===== src/rtl/mem_arbiter_pkg.sv =====
// mem_arbiter_pkg
//   Shared definitions for the memory-port arbiter: FSM state encodings,
//   requester IDs and default bus widths.
package mem_arbiter_pkg;

   localparam int DEF_DATA_WIDTH      = 32;
   localparam int DEF_ADDR_WIDTH      = 32;
   localparam int DEF_BYTE_DATA_WIDTH = DEF_DATA_WIDTH / 8;

   typedef enum logic [1:0] {
      ARB_IDLE = 2'd0,
      ARB_BUSY = 2'd1,
      ARB_DONE = 2'd2
   } arb_state_t;

   localparam logic REQ_FETCH = 1'b0;
   localparam logic REQ_LSU   = 1'b1;

endpackage


===== src/rtl/mem_arbiter_if.sv =====
// mem_arbiter_if
//   Bundles the fetch requester, LSU requester and memory-side signals of the
//   arbiter. Modports:
//     slave  - the arbiter: receives requests, serves them through the memory
//              port and returns f_valid/l_valid/rdata plus grant/busy status.
//     master - the environment: drives requests and memory responses.
interface mem_arbiter_if
   import mem_arbiter_pkg::*;
#(
   parameter int DATA_WIDTH      = DEF_DATA_WIDTH,
   parameter int ADDR_WIDTH      = DEF_ADDR_WIDTH,
   parameter int BYTE_DATA_WIDTH = DEF_BYTE_DATA_WIDTH
);
   // fetch requester
   logic                       f_req;
   logic [ADDR_WIDTH-1:0]      f_addr;
   logic                       f_valid;
   // LSU requester
   logic                       l_req;
   logic [ADDR_WIDTH-1:0]      l_addr;
   logic                       l_we;
   logic [DATA_WIDTH-1:0]      l_wdata;
   logic [BYTE_DATA_WIDTH-1:0] l_byte_enable;
   logic                       l_valid;
   // shared response data and status
   logic [DATA_WIDTH-1:0]      rdata;
   logic                       grant;
   logic                       busy;
   // memory side
   logic                       mem_req;
   logic                       mem_we;
   logic [ADDR_WIDTH-1:0]      mem_addr;
   logic [DATA_WIDTH-1:0]      mem_wdata;
   logic [BYTE_DATA_WIDTH-1:0] mem_byte_enable;
   logic                       mem_valid;
   logic [DATA_WIDTH-1:0]      mem_rdata;

   modport slave (
      input  f_req, f_addr, l_req, l_addr, l_we, l_wdata, l_byte_enable,
      input  mem_valid, mem_rdata,
      output f_valid, l_valid, rdata, grant, busy,
      output mem_req, mem_we, mem_addr, mem_wdata, mem_byte_enable
   );

   modport master (
      output f_req, f_addr, l_req, l_addr, l_we, l_wdata, l_byte_enable,
      output mem_valid, mem_rdata,
      input  f_valid, l_valid, rdata, grant, busy,
      input  mem_req, mem_we, mem_addr, mem_wdata, mem_byte_enable
   );

endinterface


===== src/rtl/mem_arbiter_rr_pick.sv =====
// arb_rr_pick
//   Combinational 2-way round-robin picker.
//   Ports:
//     req        in  {f_req, l_req}
//     last_grant in  requester served most recently (0 = fetch, 1 = LSU)
//     pick_valid out at least one request is pending
//     pick_id    out chosen requester (0 = fetch, 1 = LSU)
module arb_rr_pick
   import mem_arbiter_pkg::*;
(
   input  logic [1:0] req,
   input  logic       last_grant,
   output logic       pick_valid,
   output logic       pick_id
);

   logic f_req;
   logic l_req;

   assign f_req = req[1];
   assign l_req = req[0];

   always_comb begin
      pick_valid = f_req | l_req;
      pick_id    = REQ_FETCH;
      if (f_req && l_req) begin
         // conflict: the requester not served last time wins
         pick_id = ~last_grant;
      end else if (l_req) begin
         pick_id = REQ_LSU;
      end
   end

endmodule


===== src/rtl/mem_arbiter.sv =====
// mem_arbiter
//   Shares one memory port between the fetch unit and the LSU using the
//   four-phase req/valid handshake on both sides, with round-robin priority
//   and a single outstanding transaction. Every output is a flop.
//   Ports:
//     clk  in  rising-edge clock
//     rst  in  asynchronous active-low reset
//     bus  mem_arbiter_if.slave: requester inputs, f_valid/l_valid/rdata,
//          memory request/response, grant and busy status
module mem_arbiter
   import mem_arbiter_pkg::*;
#(
   parameter int DATA_WIDTH      = DEF_DATA_WIDTH,
   parameter int ADDR_WIDTH      = DEF_ADDR_WIDTH,
   parameter int BYTE_DATA_WIDTH = DEF_BYTE_DATA_WIDTH
)(
   input  logic             clk,
   input  logic             rst,
   mem_arbiter_if.slave     bus
);

   arb_state_t                 state_reg;
   logic                       last_grant_reg;
   logic                       grant_reg;
   logic                       aborted_reg;
   logic                       f_valid_reg;
   logic                       l_valid_reg;
   logic                       busy_reg;
   logic                       mem_req_reg;
   logic                       mem_we_reg;
   logic [ADDR_WIDTH-1:0]      mem_addr_reg;
   logic [DATA_WIDTH-1:0]      mem_wdata_reg;
   logic [BYTE_DATA_WIDTH-1:0] mem_byte_enable_reg;
   logic [DATA_WIDTH-1:0]      rdata_reg;

   logic pick_valid;
   logic pick_id;
   logic owner_req;

   arb_rr_pick u_pick (
      .req        ({bus.f_req, bus.l_req}),
      .last_grant (last_grant_reg),
      .pick_valid (pick_valid),
      .pick_id    (pick_id)
   );

   // request line of whoever owns the current transaction
   assign owner_req = (grant_reg == REQ_LSU) ? bus.l_req : bus.f_req;

   always_ff @(posedge clk or negedge rst) begin
      if (!rst) begin
         state_reg           <= ARB_IDLE;
         last_grant_reg      <= REQ_LSU;   // fetch wins the first conflict
         grant_reg           <= REQ_FETCH;
         aborted_reg         <= 1'b0;
         f_valid_reg         <= 1'b0;
         l_valid_reg         <= 1'b0;
         busy_reg            <= 1'b0;
         mem_req_reg         <= 1'b0;
         mem_we_reg          <= 1'b0;
         mem_addr_reg        <= '0;
         mem_wdata_reg       <= '0;
         mem_byte_enable_reg <= '0;
         rdata_reg           <= '0;
      end else begin
         case (state_reg)
            ARB_IDLE: begin
               if (pick_valid) begin
                  grant_reg   <= pick_id;
                  aborted_reg <= 1'b0;
                  mem_req_reg <= 1'b1;
                  busy_reg    <= 1'b1;
                  state_reg   <= ARB_BUSY;
                  if (pick_id == REQ_LSU) begin
                     mem_we_reg          <= bus.l_we;
                     mem_addr_reg        <= bus.l_addr;
                     mem_wdata_reg       <= bus.l_wdata;
                     mem_byte_enable_reg <= bus.l_byte_enable;
                  end else begin
                     mem_we_reg          <= 1'b0;
                     mem_addr_reg        <= bus.f_addr;
                     mem_wdata_reg       <= '0;
                     mem_byte_enable_reg <= '1;
                  end
               end
            end
            ARB_BUSY: begin
               // once the owner has let go of req, the response is never
               // delivered even if req comes back before memory answers
               if (!owner_req) begin
                  aborted_reg <= 1'b1;
               end
               if (bus.mem_valid) begin
                  rdata_reg      <= bus.mem_rdata;
                  mem_req_reg    <= 1'b0;
                  last_grant_reg <= grant_reg;
                  state_reg      <= ARB_DONE;
                  if (owner_req && !aborted_reg) begin
                     if (grant_reg == REQ_LSU) begin
                        l_valid_reg <= 1'b1;
                     end else begin
                        f_valid_reg <= 1'b1;
                     end
                  end
               end
            end
            ARB_DONE: begin
               if (!owner_req && !bus.mem_valid) begin
                  f_valid_reg <= 1'b0;
                  l_valid_reg <= 1'b0;
                  busy_reg    <= 1'b0;
                  state_reg   <= ARB_IDLE;
               end
            end
            default: begin
               state_reg   <= ARB_IDLE;
               f_valid_reg <= 1'b0;
               l_valid_reg <= 1'b0;
               busy_reg    <= 1'b0;
               mem_req_reg <= 1'b0;
            end
         endcase
      end
   end

   assign bus.f_valid         = f_valid_reg;
   assign bus.l_valid         = l_valid_reg;
   assign bus.rdata           = rdata_reg;
   assign bus.grant           = grant_reg;
   assign bus.busy            = busy_reg;
   assign bus.mem_req         = mem_req_reg;
   assign bus.mem_we          = mem_we_reg;
   assign bus.mem_addr        = mem_addr_reg;
   assign bus.mem_wdata       = mem_wdata_reg;
   assign bus.mem_byte_enable = mem_byte_enable_reg;

endmodule


===== src/flat_wrapper.sv =====
// flat-port wrapper written by rule: the top's interface ports become plain ports
module mem_arbiter_flat import mem_arbiter_pkg::*;
#(
   parameter int DATA_WIDTH      = DEF_DATA_WIDTH,
   parameter int ADDR_WIDTH      = DEF_ADDR_WIDTH,
   parameter int BYTE_DATA_WIDTH = DEF_BYTE_DATA_WIDTH
)
  (clk, rst, bus_f_req, bus_f_addr, bus_l_req, bus_l_addr, bus_l_we, bus_l_wdata, bus_l_byte_enable, bus_mem_valid, bus_mem_rdata, bus_f_valid, bus_l_valid, bus_rdata, bus_grant, bus_busy, bus_mem_req, bus_mem_we, bus_mem_addr, bus_mem_wdata, bus_mem_byte_enable);
  mem_arbiter_if #(.DATA_WIDTH(DATA_WIDTH), .ADDR_WIDTH(ADDR_WIDTH), .BYTE_DATA_WIDTH(BYTE_DATA_WIDTH)) bus_i ();
  input  logic clk;
  input  logic rst;
  input wire logic [$bits(bus_i.f_req)-1:0] bus_f_req;
  input wire logic [$bits(bus_i.f_addr)-1:0] bus_f_addr;
  input wire logic [$bits(bus_i.l_req)-1:0] bus_l_req;
  input wire logic [$bits(bus_i.l_addr)-1:0] bus_l_addr;
  input wire logic [$bits(bus_i.l_we)-1:0] bus_l_we;
  input wire logic [$bits(bus_i.l_wdata)-1:0] bus_l_wdata;
  input wire logic [$bits(bus_i.l_byte_enable)-1:0] bus_l_byte_enable;
  input wire logic [$bits(bus_i.mem_valid)-1:0] bus_mem_valid;
  input wire logic [$bits(bus_i.mem_rdata)-1:0] bus_mem_rdata;
  output wire logic [$bits(bus_i.f_valid)-1:0] bus_f_valid;
  output wire logic [$bits(bus_i.l_valid)-1:0] bus_l_valid;
  output wire logic [$bits(bus_i.rdata)-1:0] bus_rdata;
  output wire logic [$bits(bus_i.grant)-1:0] bus_grant;
  output wire logic [$bits(bus_i.busy)-1:0] bus_busy;
  output wire logic [$bits(bus_i.mem_req)-1:0] bus_mem_req;
  output wire logic [$bits(bus_i.mem_we)-1:0] bus_mem_we;
  output wire logic [$bits(bus_i.mem_addr)-1:0] bus_mem_addr;
  output wire logic [$bits(bus_i.mem_wdata)-1:0] bus_mem_wdata;
  output wire logic [$bits(bus_i.mem_byte_enable)-1:0] bus_mem_byte_enable;
  assign bus_i.f_req = bus_f_req;
  assign bus_i.f_addr = bus_f_addr;
  assign bus_i.l_req = bus_l_req;
  assign bus_i.l_addr = bus_l_addr;
  assign bus_i.l_we = bus_l_we;
  assign bus_i.l_wdata = bus_l_wdata;
  assign bus_i.l_byte_enable = bus_l_byte_enable;
  assign bus_i.mem_valid = bus_mem_valid;
  assign bus_i.mem_rdata = bus_mem_rdata;
  assign bus_f_valid = bus_i.f_valid;
  assign bus_l_valid = bus_i.l_valid;
  assign bus_rdata = bus_i.rdata;
  assign bus_grant = bus_i.grant;
  assign bus_busy = bus_i.busy;
  assign bus_mem_req = bus_i.mem_req;
  assign bus_mem_we = bus_i.mem_we;
  assign bus_mem_addr = bus_i.mem_addr;
  assign bus_mem_wdata = bus_i.mem_wdata;
  assign bus_mem_byte_enable = bus_i.mem_byte_enable;
  mem_arbiter #(.DATA_WIDTH(DATA_WIDTH), .ADDR_WIDTH(ADDR_WIDTH), .BYTE_DATA_WIDTH(BYTE_DATA_WIDTH)) u_core (.clk(clk), .rst(rst), .bus(bus_i));
endmodule

===== config.mk =====
export PLATFORM = sky130hd
export DESIGN_NAME = mem_arbiter_flat
export DESIGN_NICKNAME = d
export VERILOG_FILES = /design/src/rtl/mem_arbiter_pkg.sv /design/src/rtl/mem_arbiter_if.sv /design/src/rtl/mem_arbiter_rr_pick.sv /design/src/rtl/mem_arbiter.sv /design/src/flat_wrapper.sv
export SDC_FILE = /design/constraint.sdc
export NUM_CORES = 1
export LEC_CHECK = 0
export CAP_MARGIN = 5
export CORE_UTILIZATION = 35
export CTS_BUF_LIST = sky130_fd_sc_hd__clkbuf_4 sky130_fd_sc_hd__clkbuf_8
export DETAILED_ROUTE_END_ITERATION = 6
export GPL_TIMING_DRIVEN = 0
export PLACE_DENSITY = 0.7
export SLEW_MARGIN = 20
export SYNTH_ARGS = -nofsm -noshare
export SYNTH_HDL_FRONTEND = slang
export SYNTH_SLANG_ARGS = --single-unit

===== constraint.sdc =====
create_clock -name clk -period 3.8 [get_ports clk]
set_input_delay 1.14 -clock clk [delete_from_list [all_inputs] [get_ports clk]]
set_output_delay 1.14 -clock clk [all_outputs]
set_load 0.02 [all_outputs]

; After elaboration in Yosys (flattened, before gate mapping)
; Index checks and enable logic that the tools add are counted.
; W data, S select, Z words.
[totals]
reg_bits = 110
elab_cells = 70
[classes]
n_eq_ne = 9
mux = 27
bitwise_logic = 5
n_reduce_logical = 16
[op_table]
columns = cell, n
row1 = $mux W32, 2
row2 = $mux W1, 15
row3 = $pmux W1 S3, 4
row4 = $reduce_and A3 Y1, 4
row5 = $reduce_and A5 Y1, 2
row6 = $ne A2 B1 Y1 const B, 4
row7 = $mux W2, 3
row8 = $ne A2 B2 Y1 const B, 3
row9 = $pmux W2 S3, 1
row10 = $mux W4, 1
row11 = $not A1 Y1, 4
row12 = $reduce_and A2 Y1, 2
row13 = $logic_and A1 B1 Y1, 3
row14 = $logic_not A1 Y1, 3
row15 = $eq A2 B1 Y1 const B, 1
row16 = $eq A2 B2 Y1 const B, 1
row17 = $logic_not A2 Y1, 1
row18 = $pmux W1 S2, 1
row19 = $reduce_bool A2 Y1, 1
row20 = $or A1 B1 Y1, 1

; Depth between registers and ports, before layout
[logic_depth]
ltp_word = 5
depth_mapped = 5
mapped_depth_nobuf = 3

; Modules after synthesis
; From an unflattened synthesis, not the netlist that was laid out.
[hier_totals]
hier_cells = 412
hier_area_um2 = 4568.1
[modules_own_cells]
columns = mod, instances, cells_per_inst, area_each_um2, seq_area_each_um2
row1 = mem_arbiter, 1, 410, 4554.4, 2753.9
row2 = arb_rr_pick, 1, 2, 13.8, 0.0

; Worst setup path before layout
; Ideal clock, no wire load.
[synth_path]
path_type = input -> register
from = input port bus_l_req
to = register u_core.mem_addr_reg[10] (netlist: u_core.bus.mem_addr[10])
setup_time_ps = 125
t_arrival_ps = 2142
t_required_ps = 3675
slack_ps = 1533
path_stages = 5
cell_sequence = a21bo_1 buf_6 buf_12 mux2_4 mux2_4
[synth_between]
elab_chain_cells = 3
word_cells_on_any_way = 6
classes_between = mux (3) / bitwise (1) / reduce/logical (2)
[synth_rtl]
columns = element, line
row1 = start: declaration, flat_wrapper.sv:14  ; input wire logic [$bits(bus_i.l_req)-1:0] bus_l_req;
row2 = $mux W1 or $logic_and A1 B1 Y1 (tied branches), "mem_arbiter_rr_pick.sv:29, mem_arbiter_rr_pick.sv:26"
row3 = $mux W1, mem_arbiter_rr_pick.sv:26  ; if (f_req && l_req) begin
row4 = $mux W32, mem_arbiter.sv:74  ; if (pick_id == REQ_LSU) begin
row5 = end signal: assignment, mem_arbiter.sv:76  ; mem_addr_reg <= bus.l_addr;
row6 = end signal: assignment, mem_arbiter.sv:81  ; mem_addr_reg <= bus.f_addr;
row7 = end: declaration, mem_arbiter.sv:31  ; logic [ADDR_WIDTH-1:0] mem_addr_reg;
; Several ways; a longest one is shown, not always the timed one.
; A chain may end at the register's enable or synchronous reset.

; Worst setup path after layout
[layout_path]
from = input port bus_l_req
to = register u_core.mem_addr_reg[5] (netlist: u_core.bus.mem_addr[5])
; The elaborated chain is that of the path after synthesis.

==> flow_metrics.env <==
export IMPL_clk_path_buf_depth=2
export IMPL_worstPathCellList="clkdlybuf4s50_1 > nor2_1 > nor3_4 > buf_4 > mux2_4"
export IMPL_cts_htree_levels=3
export IMPL_yosysWarningCount=0
export IMPL_grt_antenna_before_repair=0
export IMPL_hold_buffers=0
export IMPL_gp_congestion=0.732
export IMPL_port_buffers=243
export IMPL_buffer_count_from_post_cts_setup_fixing=0
export IMPL_worstSetupStartpointType="primary input"
export IMPL_cp_slowest_cell="sky130_fd_sc_hd__clkdlybuf4s50_1"
export IMPL_clkSlewWorstSetupHoldPaths_ps=90
export IMPL_hpwl_um=9320
export IMPL_placedCellCount=715
export IMPL_worst_pin_slew_ps=571
export IMPL_synth_distinct_cells=30
export IMPL_via_count_of_the_first_global_routing_pass=3740
export IMPL_timing_max_transition_violations_final=0
export IMPL_clock_insertion_delay_worst_skew_ps=380
export IMPL_timing_rr_end="u_core.bus.mem_addr[5]"
export IMPL_grt_start_max_net_pins=64
export IMPL_wirelength_um=12300
export IMPL_core_area_um2=13200
export IMPL_chipHeight_um=119
export IMPL_hold_slack_ps=508
export IMPL_stdcell_count=731
export IMPL_cellLeakagePower_nw=3.32
export IMPL_synth_largest_area_cell="sky130_fd_sc_hd__dfrtp_1"
export IMPL_drv_cap=0
export IMPL_dieArea_um2=14100
export IMPL_hold_class="reg -> reg"
export IMPL_reg2regPathDepth=3
export IMPL_globalRouteOverflowTotal=0
export IMPL_maximum_clock_skew_at_final_layout_ps=9.29
export IMPL_powerDensity_nw_per_um2=783
export IMPL_crit_arrival_ps=2910
export IMPL_die_w_um=119
export IMPL_final_net_count=688
export IMPL_rsz0062_at_grt="no"
export IMPL_cts_made_buffers=9
export IMPL_worst_r2r_src="u_core.state_reg[0]"
export IMPL_global_route_usage_total_pct=18.0
export IMPL_layout_stage_area_growth_over_the_synthesis_result_pct=60.2
export IMPL_top_cells_by_area_in_the_synthesized_netlist="sky130_fd_sc_hd__dfrtp_1 57%, sky130_fd_sc_hd__mux2_4 18%, sky130_fd_sc_hd__mux2_2 7.3%, sky130_fd_sc_hd__a22o_1 6.1%, sky130_fd_sc_hd__mux2_1 1.9%"
export IMPL_synth_seq_cells=110
export IMPL_reg2reg_slack_ps=2050
export IMPL_clkSinkCount=110
export IMPL_critPathCapture="u_core.bus.mem_addr[5]"
export IMPL_ctsResizeCount=0
export IMPL_wire_per_inst_um=16.9
export IMPL_ir_worst_vdd_mv=0.380
export IMPL_worst_slew_margin_rel_pct=61.8
export IMPL_path_class="in -> reg"
export IMPL_post_synth_top_area_fraction_pct=57.3
export IMPL_num_rows=42
export IMPL_synth_seq_area_share_pct=57.8
export IMPL_setup_viol_count_final=0
export IMPL_ioPinCount=244
export IMPL_initial_utilization_pct=36.0
export IMPL_detailedRoute_firstIterationViolations=122
export IMPL_max_freq_mhz=377
export IMPL_firstDrtPassIters=4
export IMPL_netlist_area_um2=4760
export IMPL_post_synth_cell_area_avg_um2=16.1
export IMPL_status="complete, no violations"
export IMPL_cts_root_buffer="sky130_fd_sc_hd__clkbuf_8"
export IMPL_finalWorstPathRequiredPeriod_ps=2650
export IMPL_critPathRequiredTime_ps=4060
export IMPL_synthesized_netlist_net_count=433
export IMPL_global_route_wire_length_before_repair_um=19600
export IMPL_finalHoldViolations=0
export IMPL_antenna_violating_nets_post_route=0
export IMPL_instance_count_of_the_mapped_netlist=295
export IMPL_finalCritPeriodShare_pct=69.7
export IMPL_drcViolationCount=0
export IMPL_count_of_antenna_diodes_in_the_layout=0
export IMPL_cp_end_kind="flip-flop"
export IMPL_cp_max_fo=10
export IMPL_drt_vias_per_instance=4.65
export IMPL_tritoncts_clock_tree="built"
export IMPL_finalCoreUtilization_pct=57.6
export IMPL_crit_path_max_incr_delay_ps=510
export IMPL_vias=3399
export IMPL_cp_startpoint="bus_l_req"
export IMPL_drive_gt1_share_pct=23.2
[final cells by class]
type                       count  area [um2]
sequential                   110        2750
clock inverter                 5        41.3
buffer                        19         151
timing repair buffer         244        2460
fill                        1120        5610
clock buffer                  11         145
inverter                       3        11.3
multi-input combinational    163        1850
tap                          176         220
[cells in the final DEF (no fill, tap or decap), drive strengths merged, types with 2 or more instances in the layout]
master and count:
a22o 33, buf 19, clkbuf 13, clkdlybuf4s50 242
clkinv 2, dfrtp 109, inv 5, mux2 97
nand2 5, nand2b 3, nor2 2, nor3 2
o21ai 3, o22a 4, o31ai 2, o32a 2
or3 2
[metrics by stage]
step	setup slack [ps]	setup TNS (ps)	power [mW]	instance area, um2
after global routing	1110	0	6.29	7630
after floorplan	1530	0	3.83	4760
after global placement	-2460	-268940	5.27	7410
final	1150	0	5.97	7630
after CTS	1160	0	6.05	7630
after detailed placement	745	0	5.34	7440
[critical path, delay by kind of cell]
kind	cells	cell delay [ps]
buf+inv	2	850
simple gates	2	580
mux	1	320
[where the power goes]
group	leakage, nW	internal (mW)	switching, mW
Clock	0.0953	0.271	0.403
Sequential	1.32	1.72	0.311
Combinational	1.91	1.80	1.46
[per-layer routing]
| layer | GRT usage (%) | routed length (um) |
|---|---|---|
| met5 | 0 | 0 |
| met4 | 5.46 | 201 |
| met1 | 20.2 | 4920 |
| met3 | 7.87 | 1210 |
| met2 | 30.7 | 5990 |
[logic make-up (layout without fill, tap and decap cells)]
kind of cell / Yosys count / count (layout) / share of synthesized area (%)
AND/OR/NAND/NOR: 18 / 18 / 2.63
flip-flops: 110 / 110 / 57.8
AO/OA/AOI/OAI: 48 / 48 / 8.62
buffers and inverters: 22 / 282 / 3.42
multiplexers: 97 / 97 / 27.5
[worst min path at each step]
stage / start / to / slack [ps] / depth (start not counted)
after detailed placement: u_core.bus.rdata[18] / u_core.bus.rdata[18] / 480 / 1
after floorplan: u_core.aborted_reg / u_core.aborted_reg / 500 / 2
final: u_core.bus.rdata[18] / u_core.bus.rdata[18] / 510 / 1
after global placement: u_core.bus.rdata[6] / u_core.bus.rdata[6] / 480 / 1
after CTS: u_core.bus.rdata[18] / u_core.bus.rdata[18] / 510 / 1
after global routing: u_core.bus.rdata[6] / u_core.bus.rdata[6] / 520 / 1
[synth_stat cells, drive strengths merged]
cell / n
a21bo: 1
a21o: 1
a22o: 33
and3b: 1
buf: 17
clkbuf: 2
dfrtp: 109
dfstp: 1
inv: 3
mux2: 97
nand2: 5
nand2b: 3
nand3: 1
nand3b: 1
nand4b: 1
nor2: 2
nor3: 2
o21ai: 3
o21ba: 1
o221ai: 1
o22a: 4
o31ai: 2
o32a: 2
or3: 2
No activity file was read; power rests on OpenSTA's default activity.
